## src/rtl/l1_mem_arbiter.sv

```systemverilog
// Round-robin arbiter sharing one L1 memory request port between the I- and D-cache paths.
// Define RIVER_L1ARB_WATCHDOG_EN to add a WaitResp timeout that returns a faulted response.
module l1_mem_arbiter #(
    parameter int abus      = 48,
    parameter int linew     = 256,
    parameter int wdog_bits = 10
) (
    input  logic                 i_clk,
    input  logic                 i_nrst,
    input  logic                 i_ireq_valid,
    output logic                 o_ireq_ready,
    input  logic [2:0]           i_ireq_type,
    input  logic [abus-1:0]      i_ireq_addr,
    input  logic [2:0]           i_ireq_size,
    output logic                 o_iresp_valid,
    output logic [linew-1:0]     o_iresp_data,
    output logic                 o_iresp_load_fault,
    input  logic                 i_dreq_valid,
    output logic                 o_dreq_ready,
    input  logic [2:0]           i_dreq_type,
    input  logic [abus-1:0]      i_dreq_addr,
    input  logic [2:0]           i_dreq_size,
    input  logic [linew-1:0]     i_dreq_wdata,
    input  logic [linew/8-1:0]   i_dreq_wstrb,
    output logic                 o_dresp_valid,
    output logic [linew-1:0]     o_dresp_data,
    output logic                 o_dresp_load_fault,
    output logic                 o_dresp_store_fault,
    output logic                 o_mem_req_valid,
    input  logic                 i_mem_req_ready,
    output logic                 o_mem_req_path,
    output logic [2:0]           o_mem_req_type,
    output logic [abus-1:0]      o_mem_req_addr,
    output logic [2:0]           o_mem_req_size,
    output logic [linew-1:0]     o_mem_req_wdata,
    output logic [linew/8-1:0]   o_mem_req_wstrb,
    input  logic                 i_mem_data_valid,
    input  logic [linew-1:0]     i_mem_data,
    input  logic                 i_mem_load_fault,
    input  logic                 i_mem_store_fault
);

    localparam logic [1:0] IDLE       = 2'd0;
    localparam logic [1:0] WAIT_GRANT = 2'd1;
    localparam logic [1:0] WAIT_RESP  = 2'd2;

    logic [1:0]          r_state;
    logic                r_last;
    logic                r_path;
    logic [2:0]          r_type;
    logic [abus-1:0]     r_addr;
    logic [2:0]          r_size;
    logic [linew-1:0]    r_wdata;
    logic [linew/8-1:0]  r_wstrb;

    logic                w_idle;
    logic                w_sel_d;
    logic                w_accept;
    logic                w_data_resp;
    logic                w_tmo;
    logic                w_resp;
    logic [linew-1:0]    w_resp_data;
    logic                w_resp_lf;
    logic                w_resp_sf;

    assign w_idle   = (r_state == IDLE);
    // With both paths requesting, the one not served last wins.
    assign w_sel_d  = (i_ireq_valid && i_dreq_valid) ? ~r_last : i_dreq_valid;
    assign w_accept = w_idle && (i_ireq_valid || i_dreq_valid);

    assign o_ireq_ready = w_accept && !w_sel_d;
    assign o_dreq_ready = w_accept && w_sel_d;

    assign w_data_resp = (r_state == WAIT_RESP) && i_mem_data_valid;

`ifdef RIVER_L1ARB_WATCHDOG_EN
    logic [wdog_bits-1:0] r_wdog;

    // A real response arriving on the timeout cycle takes priority.
    assign w_tmo = (r_state == WAIT_RESP) && !i_mem_data_valid && (&r_wdog);

    always_ff @(posedge i_clk or negedge i_nrst) begin
        if (!i_nrst) begin
            r_wdog <= '0;
        end else if (w_accept || ((r_state == WAIT_GRANT) && i_mem_req_ready)) begin
            r_wdog <= '0;
        end else if (r_state == WAIT_GRANT || r_state == WAIT_RESP) begin
            r_wdog <= r_wdog + 1'b1;
        end
    end
`else
    assign w_tmo = (wdog_bits < 0);
`endif

    assign w_resp      = w_data_resp || w_tmo;
    assign w_resp_data = w_data_resp ? i_mem_data : '0;
    assign w_resp_lf   = w_data_resp ? i_mem_load_fault  : (w_tmo && !r_type[0]);
    assign w_resp_sf   = w_data_resp ? i_mem_store_fault : (w_tmo && r_type[0]);

    assign o_iresp_valid       = w_resp && !r_path;
    assign o_iresp_data        = r_path ? '0 : w_resp_data;
    assign o_iresp_load_fault  = w_resp_lf && !r_path;
    assign o_dresp_valid       = w_resp && r_path;
    assign o_dresp_data        = r_path ? w_resp_data : '0;
    assign o_dresp_load_fault  = w_resp_lf && r_path;
    assign o_dresp_store_fault = w_resp_sf && r_path;

    assign o_mem_req_valid = (r_state == WAIT_GRANT);
    assign o_mem_req_path  = r_path;
    assign o_mem_req_type  = r_type;
    assign o_mem_req_addr  = r_addr;
    assign o_mem_req_size  = r_size;
    assign o_mem_req_wdata = r_wdata;
    assign o_mem_req_wstrb = r_wstrb;

    always_ff @(posedge i_clk or negedge i_nrst) begin
        if (!i_nrst) begin
            r_state <= IDLE;
            r_last  <= 1'b0;
            r_path  <= 1'b0;
            r_type  <= '0;
            r_addr  <= '0;
            r_size  <= '0;
            r_wdata <= '0;
            r_wstrb <= '0;
        end else begin
            case (r_state)
                IDLE: begin
                    if (w_accept) begin
                        r_state <= WAIT_GRANT;
                        r_last  <= w_sel_d;
                        r_path  <= w_sel_d;
                        r_type  <= w_sel_d ? i_dreq_type : i_ireq_type;
                        r_addr  <= w_sel_d ? i_dreq_addr : i_ireq_addr;
                        r_size  <= w_sel_d ? i_dreq_size : i_ireq_size;
                        r_wdata <= w_sel_d ? i_dreq_wdata : '0;
                        r_wstrb <= w_sel_d ? i_dreq_wstrb : '0;
                    end
                end
                WAIT_GRANT: begin
                    if (i_mem_req_ready) begin
                        r_state <= WAIT_RESP;
                    end
                end
                WAIT_RESP: begin
                    if (w_resp) begin
                        r_state <= IDLE;
                    end
                end
                default: r_state <= IDLE;
            endcase
        end
    end

endmodule
```

## config.mk

```make
export PLATFORM = sky130hd
export DESIGN_NAME = l1_mem_arbiter
export DESIGN_NICKNAME = d
export VERILOG_FILES = /design/src/rtl/l1_mem_arbiter.sv
export SDC_FILE = /design/constraint.sdc
export NUM_CORES = 1
export LEC_CHECK = 0
export ABC_AREA = 1
export CAP_MARGIN = 25
export CORE_AREA = 10 10 587 589
export DETAILED_ROUTE_END_ITERATION = 10
export DIE_AREA = 0 0 597 599
export PLACE_DENSITY = 0.34
export SYNTH_ARGS = -nofsm -noshare
export SYNTH_HDL_FRONTEND = slang
export SYNTH_SLANG_ARGS = --single-unit
```

## constraint.sdc

```tcl
create_clock -name i_clk -period 2 [get_ports i_clk]
set_input_delay 0.4 -clock i_clk [delete_from_list [all_inputs] [get_ports i_clk]]
set_output_delay 0.4 -clock i_clk [all_outputs]
set_load 0.02 [all_outputs]
```

# Word level (Yosys, flattened, before mapping)
# Cells that the tools add are included.
classes:
  n_eq_ne: 5
  mux: 15
  bitwise: 1
  n_reduce_logical: 16
op_table:
  columns: ["operator", "count"]
  rows:
  - ["256-bit 2-to-1 mux", 4]
  - ["48-bit 2-to-1 mux", 1]
  - ["32-bit 2-to-1 mux", 1]
  - ["1-bit logical AND", 10]
  - ["2-bit 2-to-1 mux", 3]
  - ["3-bit 2-to-1 mux", 2]
  - ["2-bit case mux with 3 select lines", 1]
  - ["2-bit by 1-bit != test with 1-bit output, second input constant", 2]
  - ["1-bit 2-to-1 mux", 3]
  - ["3-bit AND reduction", 1]
  - ["2-bit by 1-bit == test with 1-bit output, second input constant", 1]
  - ["2-bit == test, second input constant", 1]
  - ["1-bit logical NOT", 2]
  - ["2-bit logical NOT", 1]
  - ["2-bit != test, second input constant", 1]
  - ["2-bit AND reduction", 1]
  - ["1-bit logical OR", 1]
  - ["1-bit inverter", 1]
word_totals:
  ff_bits: 345
  in_bits: 660
  wordCells: 44
  output_inout_bits: 863

# Depth between registers and ports, before layout
depth:
  depth_word: 4
  depth_mapped: 9
  depth_no_buf: 6

# Least setup slack after synthesis
# No wires, ideal clock.
synth_path:
  kind: "register to output"
  from: "register r_path (netlist: o_mem_req_path)"
  to: "output port o_dresp_data[235]"
  t_required_ps: 1600
  n_path_buf: 2
  setup_slack_ps: -45
  t_arrival_ps: 1645
  stages_incl_launch_ff: 7
  cell_sequence: "dfrtp_1 > inv_1 > nor2_1 > inv_2 > buf_2 > buf_2 > nor2_1"
synth_between:
  elab_chain_cells: 1
synth_rtl:
  columns: ["item", "line_no", "source"]
  rows:
  - ["from (decl)", "49", "logic r_path;"]
  - ["from (signal assigned)", "132", "r_path <= w_sel_d;"]
  - ["256-bit 2-to-1 mux", "104", "assign o_dresp_data = r_path ? w_resp_data : '0;"]
  - ["to (decl)", "26", "output logic [linew-1:0] o_dresp_data,"]
# Every way passes these cells.

# Worst setup path after layout
layout_path:
  from: "register r_state[0]"
  to: "output port o_iresp_data[26]"
layout_between:
  elab_chain_cells: 4
layout_rtl:
  columns: ["item", "line_no", "source"]
  rows:
  - ["from (decl)", "47", "logic [1:0] r_state;"]
  - ["from (signal assigned)", "118", "r_state <= IDLE;"]
  - ["from (signal assigned)", "130", "r_state <= WAIT_GRANT;"]
  - ["from (signal assigned)", "142", "r_state <= WAIT_RESP;"]
  - ["2-bit == test", "74", "assign w_data_resp = (r_state == WAIT_RESP) && i_mem_data_valid;"]
  - ["1-bit logical AND", "74", null]
  - ["256-bit 2-to-1 mux", "96", "assign w_resp_data = w_data_resp ? i_mem_data : '0;"]
  - ["256-bit 2-to-1 mux", "101", "assign o_iresp_data = r_path ? '0 : w_resp_data;"]
  - ["to (decl)", "16", "output logic [linew-1:0] o_iresp_data,"]
# Every way passes these cells.

==> out/metrics.csv <==
stage;metric;value;unit
pwr;post-layout-total-power;49.4;mW
sta;setup-violations-final;708;
worst_setup_path;critical_path.reg2reg.startpoint;r_state[0]$_DFFE_PN0P_;
synthesis;synth_nets;3136;
sta;worst_slew_pin_slew;0.620;ns
worst_setup_path;setup.worst_path.start_class;flop;
synthesis;syn-mean-instance-area;6.85;um2
flow_run;maxCapViolations;0;
synthesis;ys_ff_latch;345;
worst_hold_path;worst_hold_path_type;primary input to asynchronous set/reset pin;
layout;area_growth_syn_to_layout;164;%
floorplan;floorplan.initialDensity;5.10;%
detailed_routing;drt_iter0_markers;1598;
detailed_routing;avgViaCountPerCell;2.75;
floorplan;dieWidth;597;um
cts;cts_tree;yes;
detailed_routing;pre_repair_dr_iteration_count;5;
floorplan;pin_count;1523;
grt;grtUsageTotal;14.0;%
pwr;vdd_ir_drop_max;0.618;mV
worst_setup_path;timing.setup.critical_path_class;flop to output port;
synthesis;netlist.top_cell.by_area;sky130_fd_sc_hd__dfrtp_1;
detailed_routing;remaining_drc_errors;0;
floorplan;floorplan.core_area;333000;um2
layout;final_common_cell;sky130_fd_sc_hd__nand2_1;
place;dpl_cell_area;42800;um2
outcome;violations;setup timing;
cts;clock_insertion_delay_worst_skew;0.68;ns
sta;setup_slack;-0.835;ns
layout;stdcell_area;44800;um2
outcome;outcome;complete, but fails checks;
sta;period_needed;2.84;ns
cts;cts_root_buffer;sky130_fd_sc_hd__clkbuf_16;
layout;final-instance-count-excl-fill;8773;
sta;slew_headroom;58.7;%
worst_setup_path;crit_arrival;2.44;ns
cts;htree_num_levels;2;
place;post-place-ws;-1.55;ns
synthesis;number_of_unique_standard_cell_types_used_by_synthesis;15;
worst_setup_path;worstPathMaxFanout;16;
worst_setup_path;ff_to_ff_end;o_mem_req_wdata[155]$_DFFE_PN0P_;
place;place_hpwl;239000;um
sta;finalHoldViolations;0;
pwr;powerDensity;1100;nW/um2
sta;timing.fmax;353;MHz
synthesis;post-synth-top-area-fraction;50.9;%
sta;worst_clock_skew;0.0327;ns
floorplan;total_number_of_placement_rows;212;
synthesis;yosys_warnings;0;
layout;mostFrequentLayoutCells;sky130_fd_sc_hd__nand2_1 (1,100), sky130_fd_sc_hd__clkdlybuf4s50_1 (846), sky130_fd_sc_hd__buf_4 (613);
pwr;power.static_leakage;22.3;nW
sta;final_layout_worst_hold_slack;0.244;ns
worst_setup_path;r2r_slack;0.01;ns
detailed_routing;routed_wire_length;264000;um
cts;cts.reportedPaths.clkPinSlew;0.06;ns
detailed_routing;ant_nets;0;
cts;cts_inserted_buffers;49;
synthesis;netlist_top_cells_area;sky130_fd_sc_hd__dfrtp_1 (51%), sky130_fd_sc_hd__nand2_1 (24%), sky130_fd_sc_hd__nor2_1 (12%);
place;dp.cells;8664;
grt;gr-total-overflow;0;
place;io_buffer_count;1522;
floorplan;die_height;599;um
worst_setup_path;r2r_cells;9;
synthesis;seq_area_frac_synth;50.9;%
synthesis;mappedNetlistArea;17000;um2
floorplan;design.die.area;358000;um2
grt;grt_start_max_net_pins;84;
cts;clock-sinks;345;
sta;min_period_over_period;142;%
sta;rsz_0062_raised_after_global_routing;yes;
synthesis;synthCells;2476;
cts;cts.path.max_buffers;3;
grt;antenna_violations_before_repair;70;
worst_setup_path;cp_data_required_time;1.60;ns
grt;wire_length_of_the_first_global_routing_pass;322000;um
worst_setup_path;endpoint_kind;output port;
detailed_routing;dr_total_vias;24101;
grt;first_global_vias;25951;
layout;nets;5000;
place;gpl.final_weighted_congestion;0.896;
sta;pins_over_their_slew_limit;0;
layout;layout-drive-gt1-share;26.0;%
detailed_routing;post_drt_wl_per_cell;30.1;um
-- per-layer routing --
layer / part of all wire [%] / track usage, %
met5: 0.017 / 0
met4: 1.8 / 2.19
met3: 11 / 6.68
met2: 51 / 26.0
met1: 36 / 14.5
-- worst max path at each step --
stage	startpoint	to	slack, ns
2_1_floorplan	r_state[0]$_DFFE_PN0P_	o_iresp_data[225]	-0.002
3_3_place_gp	i_mem_data_valid	o_iresp_data[26]	-1.55
3_5_place_dp	i_mem_data_valid	o_iresp_data[26]	-1.55
4_1_cts	r_state[0]$_DFFE_PN0P_	o_iresp_data[26]	-1.03
5_1_grt	r_state[0]$_DFFE_PN0P_	o_dresp_data[73]	-0.96
6_report	r_state[0]$_DFFE_PN0P_	o_iresp_data[26]	-0.84
-- critical path, stage by stage (launching register included) --
cell,delay [ns]
sky130_fd_sc_hd__dfrtp_1,0.38
sky130_fd_sc_hd__inv_2,0.08
sky130_fd_sc_hd__nand3_4,0.08
sky130_fd_sc_hd__buf_6,0.13
sky130_fd_sc_hd__nor2_4,0.07
sky130_fd_sc_hd__buf_6,0.12
sky130_fd_sc_hd__inv_8,0.04
sky130_fd_sc_hd__buf_16,0.14
sky130_fd_sc_hd__buf_16,0.19
sky130_fd_sc_hd__nor2_4,0.28
sky130_fd_sc_hd__buf_12,0.18
-- final cells by class --
cell class              count  area, um2
diodes                      9       22.5
clock buffers              69       1370
clock inverters            19        215
fillers                 38246     288000
inverters                 282       1080
multi-input cells        1700       6800
flip-flops and latches    345       8630
well taps                4387       5490
repair buffers           1962      21200
-- state kept, by name, summed over array words and instances, names as in the netlist --
register / flops
o_mem_req_size: 3
o_mem_req_wdata: 256
o_mem_req_path: 1
o_mem_req_wstrb: 32
o_mem_req_addr: 48
r_state: 2
o_mem_req_type: 3
-- stage by stage --
stage	util, %	TNS [ns]
global route	13.5	-438.39
finish	13.5	-354.78
detailed placement	12.9	-454.90
CTS	13.4	-472.59
floorplan	-	-0.0591
global placement	12.9	-463.88
-- synthesized netlist by cell type, drive strengths merged --
library cell and instances:
a21oi 1, buf 127, clkbuf 22, dfrtp 345
inv 282, nand2 1102, nand3 55, nand3b 18
nor2 521, o21bai 1, o31ai 2
-- power breakdown --
group / internal [mW] / switching, mW / leakage [nW]
Combinational: 10.3 / 18.3 / 17.1
Clock: 5.17 / 3.86 / 0.783
Sequential: 9.73 / 2.05 / 4.45
-- what timing repair did --
| item | CTS | global route |
|---|---|---|
| gates resized for setup | 342 | 311 |
| buffers inserted | 2 | 2 |
| cloned | 4 | 3 |
| setup endpoints to repair | 708 | 761 |
| endpoints found under the hold margin | 210 | 0 |
| pin swaps | 1 | 2 |
| hold buffers | 1 | 0 |
-- cells by family (layout without fill, tap and decap cells) --
family / count (synthesis) / after routing / share of synthesized area, %
buffers and inverters: 431 / 2332 / 10.6
other: 0 / 9 / 0
AND/OR/NAND/NOR: 1696 / 1696 / 38.3
flip-flops: 345 / 345 / 50.9
AO/OA/AOI/OAI: 4 / 4 / 0.162
Power figures use the tool's default switching activity.
